<file path="src/rtl/sound_arbiter.sv">
// sound_arbiter
//   Shares the single speaker pin between the score, jump and game-over sound players.
//   One-cycle request pulses from game logic fire the matching player's one-cycle start
//   pulse; the chosen player's square wave is routed (registered) to wave_out. Players
//   have no done signal, so each sound is timed with a per-source cycle budget followed
//   by a forced silent gap. Priority: over > jump > score.
//
//   Optional feature: define SOUND_QUEUE_EN to keep one pending flag per source for
//   deferred lower-priority requests, served highest-first once the gap ends. Without
//   it, deferred lower-priority requests are dropped and no pending state exists.
//
// Ports
//   clk, rst_n                          clock, asynchronous active-low reset
//   score_req, jump_req, over_req       one-cycle play requests
//   mute                                level; forces wave_out low, timing unaffected
//   wave_score, wave_jump, wave_over    player square waves
//   start_score, start_jump, start_over one-cycle start pulses to the players
//   wave_out                            registered speaker output
//   active_src                          0 none, 1 score, 2 jump, 3 over (during PLAY)
//   busy                                high in START/PLAY/GAP
module sound_arbiter #(
  parameter int unsigned CNT_W        = 23,
  parameter int unsigned SCORE_CYCLES = 2_500_000,
  parameter int unsigned JUMP_CYCLES  = 5_000_000,
  parameter int unsigned OVER_CYCLES  = 6_200_031,
  parameter int unsigned GAP_CYCLES   = 50_000
) (
  input  logic       clk,
  input  logic       rst_n,
  input  logic       score_req,
  input  logic       jump_req,
  input  logic       over_req,
  input  logic       mute,
  input  logic       wave_score,
  input  logic       wave_jump,
  input  logic       wave_over,
  output logic       start_score,
  output logic       start_jump,
  output logic       start_over,
  output logic       wave_out,
  output logic [1:0] active_src,
  output logic       busy
);

  typedef enum logic [1:0] {StIdle, StStart, StPlay, StGap} state_e;

  state_e           state_q;
  logic [1:0]       src_q;    // source started/playing; kept through GAP for priority compares
  logic [CNT_W-1:0] cnt_q;

  logic [2:0] req;
  logic [2:0] pend;
  logic [1:0] req_top, all_top, go_src;
  logic       go, cur_hit, cnt_zero, sel_wave;

  // Source codes double as priority: a larger code wins.
  function automatic logic [1:0] top_src(input logic [2:0] v);
    if (v[2]) return 2'd3;
    if (v[1]) return 2'd2;
    if (v[0]) return 2'd1;
    return 2'd0;
  endfunction

  function automatic logic [2:0] src_bit(input logic [1:0] s);
    case (s)
      2'd1:    return 3'b001;
      2'd2:    return 3'b010;
      2'd3:    return 3'b100;
      default: return 3'b000;
    endcase
  endfunction

  function automatic logic [CNT_W-1:0] src_len(input logic [1:0] s);
    case (s)
      2'd1:    return CNT_W'(SCORE_CYCLES - 1);
      2'd2:    return CNT_W'(JUMP_CYCLES - 1);
      default: return CNT_W'(OVER_CYCLES - 1);
    endcase
  endfunction

  assign req = {over_req, jump_req, score_req};

  always_comb begin
    req_top  = top_src(req);
    all_top  = top_src(req | pend);
    cur_hit  = |(req & src_bit(src_q));
    cnt_zero = (cnt_q == '0);
    go       = 1'b0;
    go_src   = req_top;
    unique case (state_q)
      StIdle: begin
        go     = |(req | pend);
        go_src = all_top;
      end
      StStart: go = (req_top > src_q);
      // Restart on same source; any request on the final PLAY cycle is taken.
      StPlay:  go = (req_top > src_q) || cur_hit || (cnt_zero && (|req));
      StGap: begin
        if (cnt_zero && (|(req | pend))) begin
          go     = 1'b1;
          go_src = all_top;
        end else begin
          go = (req_top > src_q) || cur_hit;
        end
      end
      default: ;
    endcase
  end

  always_comb begin
    case (src_q)
      2'd1:    sel_wave = wave_score;
      2'd2:    sel_wave = wave_jump;
      2'd3:    sel_wave = wave_over;
      default: sel_wave = 1'b0;
    endcase
  end

`ifdef SOUND_QUEUE_EN
  logic [2:0] pend_d;
  logic [1:0] win_src;

  function automatic logic [2:0] lower_mask(input logic [1:0] s);
    case (s)
      2'd2:    return 3'b001;
      2'd3:    return 3'b011;
      default: return 3'b000;
    endcase
  endfunction

  // Requests losing to this cycle's winner are remembered; a flag clears on its START.
  always_comb begin
    win_src = go ? go_src : src_q;
    pend_d  = (pend | (req & lower_mask(win_src))) & ~(go ? src_bit(go_src) : 3'b000);
  end

  always_ff @(posedge clk or negedge rst_n) begin
    if (!rst_n) begin
      pend <= 3'b000;
    end else begin
      pend <= pend_d;
    end
  end
`else
  assign pend = 3'b000;
`endif

  always_ff @(posedge clk or negedge rst_n) begin
    if (!rst_n) begin
      state_q     <= StIdle;
      src_q       <= 2'd0;
      cnt_q       <= '0;
      start_score <= 1'b0;
      start_jump  <= 1'b0;
      start_over  <= 1'b0;
      wave_out    <= 1'b0;
      active_src  <= 2'd0;
      busy        <= 1'b0;
    end else begin
      {start_over, start_jump, start_score} <= 3'b000;
      // One-cycle lag behind the selected player wave.
      wave_out <= (state_q == StPlay) & sel_wave & ~mute;
      if (go) begin
        state_q    <= StStart;
        src_q      <= go_src;
        active_src <= 2'd0;
        busy       <= 1'b1;
        {start_over, start_jump, start_score} <= src_bit(go_src);
      end else begin
        unique case (state_q)
          StIdle: ;
          StStart: begin
            state_q    <= StPlay;
            cnt_q      <= src_len(src_q);
            active_src <= src_q;
          end
          StPlay: begin
            if (cnt_zero) begin
              state_q    <= StGap;
              cnt_q      <= CNT_W'(GAP_CYCLES - 1);
              active_src <= 2'd0;
            end else begin
              cnt_q <= cnt_q - CNT_W'(1);
            end
          end
          StGap: begin
            if (cnt_zero) begin
              state_q <= StIdle;
              busy    <= 1'b0;
            end else begin
              cnt_q <= cnt_q - CNT_W'(1);
            end
          end
          default: ;
        endcase
      end
    end
  end

endmodule
</file>
<file path="config.mk">
export PLATFORM = sky130hd
export DESIGN_NAME = sound_arbiter
export DESIGN_NICKNAME = d
export VERILOG_FILES = /design/src/rtl/sound_arbiter.sv
export SDC_FILE = /design/constraint.sdc
export NUM_CORES = 1
export LEC_CHECK = 0
export ABC_AREA = 1
export BUFFER_PORTS_ARGS = -buffer_cell sky130_fd_sc_hd__buf_4
export CAP_MARGIN = 15
export CORE_ASPECT_RATIO = 0.9
export CORE_MARGIN = 2
export CORE_UTILIZATION = 55
export DETAILED_ROUTE_END_ITERATION = 10
export GPL_ROUTABILITY_DRIVEN = 0
export PLACE_DENSITY_LB_ADDON = 0.1
export SKIP_CTS_REPAIR_TIMING = 1
export SLEW_MARGIN = 15
export SYNTH_ARGS = -nofsm -noshare
export SYNTH_HDL_FRONTEND = slang
export SYNTH_SLANG_ARGS = --single-unit
</file>
<file path="constraint.sdc">
create_clock -name clk -period 2 [get_ports clk]
set_clock_uncertainty 0.1 [all_clocks]
set_input_delay 0.2 -clock clk [delete_from_list [all_inputs] [get_ports clk]]
set_output_delay 0.2 -clock clk [all_outputs]
set_load 0.03 [all_outputs]
</file>
==> impl_metrics.yaml <==
layout:
  drive_gt1_frac: 0.251
  fin_cells: 457
  diodes: 0
  area_growth_pct: 21.7
  final_core_util: 0.695
  nets: 413
  fillers: 392
  final_area_sq_mm: 0.00308
min_path:
  hold_class: "in -> reg"
  hold_end: "start_over"
  hold_depth: 3
  hp-start: "over_req"
route:
  num_vias: 2378
  final_antenna_net_count: 0
  avgRoutedWirePerCell_um: 14.0
  firstDrtPassIters: 4
  via_per_inst: 5.20
  drtIter0Drc: 286
  wl_mm: 6.41
  drc: 0
synthesis:
  syn_area_per_cell_sq_um: 7.25
  synth.largest_area_cell: "dfrtp_1"
  synth_cell_types: 36
  synth_area_leaders: "dfrtp_1, nand2_1, nand3_1"
  yosysMostFrequentCell: "nand2_1"
  synth_top_area_share: 0.336
  syn_area_sq_mm: 0.00253
  synth_warnings: 0
  synth-async-reset-ratio: 1.00
  ys_seq_area_frac: 0.336
  ys.flop_type: "dfrtp_1"
  synthCells: 349
  synth_seq_cells: 34
  synth.top_cells.by_count: "nand2_1, dfrtp_1, nor2_1, nand3_1, inv_1"
  synth-edff-count: 0
  synthesis.nets: 368
floorplan:
  core_region_area_sq_mm: 0.00443
  die_h_um: 68.4
  io_pins: 16
  rows: 23
  dieArea_sq_mm: 0.00516
  start_util: 0.571
  die_w_um: 75.5
worst_setup_path:
  critPathMaxStageDelay_ns: 0.41
  worst-r2r-cell-count: 11
  crit_type: "reg -> reg"
  worst_ep_arrival_time_ns: 2.04
  worstPathRequired_ns: 2.09
  worstReg2RegEnd: "cnt_q[5]"
  crit_slowest_cell: "dfrtp_1"
  cp_top_family: "simple AND/OR/NAND/NOR gates"
  timing.critical_path.buf_inv: 3
  regToRegSetupSlack_ns: 0.05
  r2r-start: "src_q[1]"
  critPathMaxFanout: 8
  crit_chain: "buf_4 -> ha_1 -> inv_2 -> o211ai_1 -> nor2_2 -> nand2_2 -> nand2_4 -> nand3_4 -> clkbuf_16 -> nand2_1 -> o21ai_2"
  crit_path_start_kind: "flop"
  cp-end-kind: "flop"
power:
  p_per_area_mw_per_mm2: 1930
  p_leak_nw: 1.52
  p_total_mw: 5.94
  ir_drop_mv: 1.56
placed_design:
  place_inst: 443
  portBuffers: 15
  place_area_sq_mm: 0.00285
  pre_cts_ws_ns: 0.0342
  place_hpwl_mm: 4.63
timing:
  worst_pin_slew_ns: 0.437
  setup_ws_ns: 0.0498
  max_freq_mhz: 513
  slew_headroom: 0.709
  finalHoldViolCount: 0
  slew_violations: 0
  min_period_over_period: 0.975
  fin_crit_ns: 1.95
  finalSetupViolCount: 0
clock_network:
  clk_latency_ns: 0.30
  clock-sinks: 34
  h-tree-depth: 2
  cts_tree: "yes"
  cts-root-buf: "clkbuf_8"
  cts_made_buffers: 5
  clockBufferDepth: 2
  clkTransAtPathRegs_ns: 0.08
grt:
  met1_usage: 0.384
  grt_max_degree: 35
  grt_most_used_layer: "met1"
  grt_pass1_vias: 2077
  grt-ovfl-total: 0
  grt_pass1_wl_mm: 9.85
  use_met2: 0.372
  antenna_found_initial: 0
  use_met3: 0.0501
  grt.total_usage: 0.258
status:
  status: "completed"
run:
  maxCapViolations: 0
final cells by class:
class                           instances  area, sq um  area share
Clock buffer                            5         68.8      0.0223
Timing Repair Buffer                   44          399       0.130
Inverter                               31          116      0.0378
Clock inverter                          3         45.0      0.0146
Tap cell                               62         77.6      0.0252
Multi-Input combinational cell        278         1520       0.494
Sequential cell                        34          852       0.277
layout by cell type, fill, tap and decap left out, drive strengths merged:
master / instances
dlygate4sd3: 2
nor2: 48
a22o: 1
a21boi: 5
a21oi: 5
clkbuf: 7
nand2: 132
nor4: 1
nand4: 7
xor2: 6
or3: 1
nand3: 32
o211ai: 3
clkinvlp: 2
dfrtp: 34
a21o: 1
buf: 40
xnor2: 3
nand3b: 2
inv: 31
bufinv: 1
ha: 10
o21ai: 15
o31ai: 1
o21bai: 2
or2: 3
flip-flops by register name, summed over array words and instances, names as in the netlist:
signal	flops
state_q	2
start_score	1
active_src	2
cnt_q	23
busy	1
wave_out	1
src_q	2
start_over	1
start_jump	1
worst max-delay path by stage:
stage	start	endpoint	slack (ns)	cells after the start
6_report	src_q[1]	cnt_q[5]	0.05	11
3_3_place_gp	cnt_q[6]	cnt_q[7]	0.10	8
3_5_place_dp	cnt_q[15]	cnt_q[7]	0.03	8
4_1_cts	cnt_q[15]	cnt_q[7]	0.03	8
5_1_grt	src_q[1]	cnt_q[5]	-0.02	11
2_1_floorplan	src_q[1]	cnt_q[2]	0.13	13
tightest hold or removal path, cell delays in order:
cell and delay (ns):
buf_4 0.09, inv_2 0.04, nor2_1 0.08
cell families (layout without fill, tap and decap cells):
family	count (synthesis)	count (layout)	share of synthesized area
AOI/OAI and AO/OA	33	33	0.0905
xor gates and xnor gates	9	9	0.0311
adders and majority gates	10	10	0.0494
buffers and inverters	37	83	0.0736
DFF	34	34	0.336
and+or+nand+nor	226	226	0.419
stage by stage:
step / hold WS (ns) / setup TNS (ns)
after floorplan: -0.196 / 0
after global placement: 0.0743 / 0
after detailed placement: 0.0775 / 0
after CTS: -0.244 / 0
after global routing: 0.0744 / -0.0204
final: 0.0560 / 0
power breakdown:
group	switching [mW]	leakage [nW]	internal (mW)	total, mW
Sequential	0.296	0.418	1.01	1.30
Combinational	2.37	1.05	1.62	3.99
Clock	0.281	0.0504	0.371	0.651
routing by layer:
| metal | part of all wire | wire length (um) |
|---|---|---|
| met4 | 0.018 | 116 |
| met2 | 0.43 | 2770 |
| met1 | 0.50 | 3230 |
| met5 | 0 | 0 |
| met3 | 0.045 | 290 |
Power figures use the tool's default switching activity.
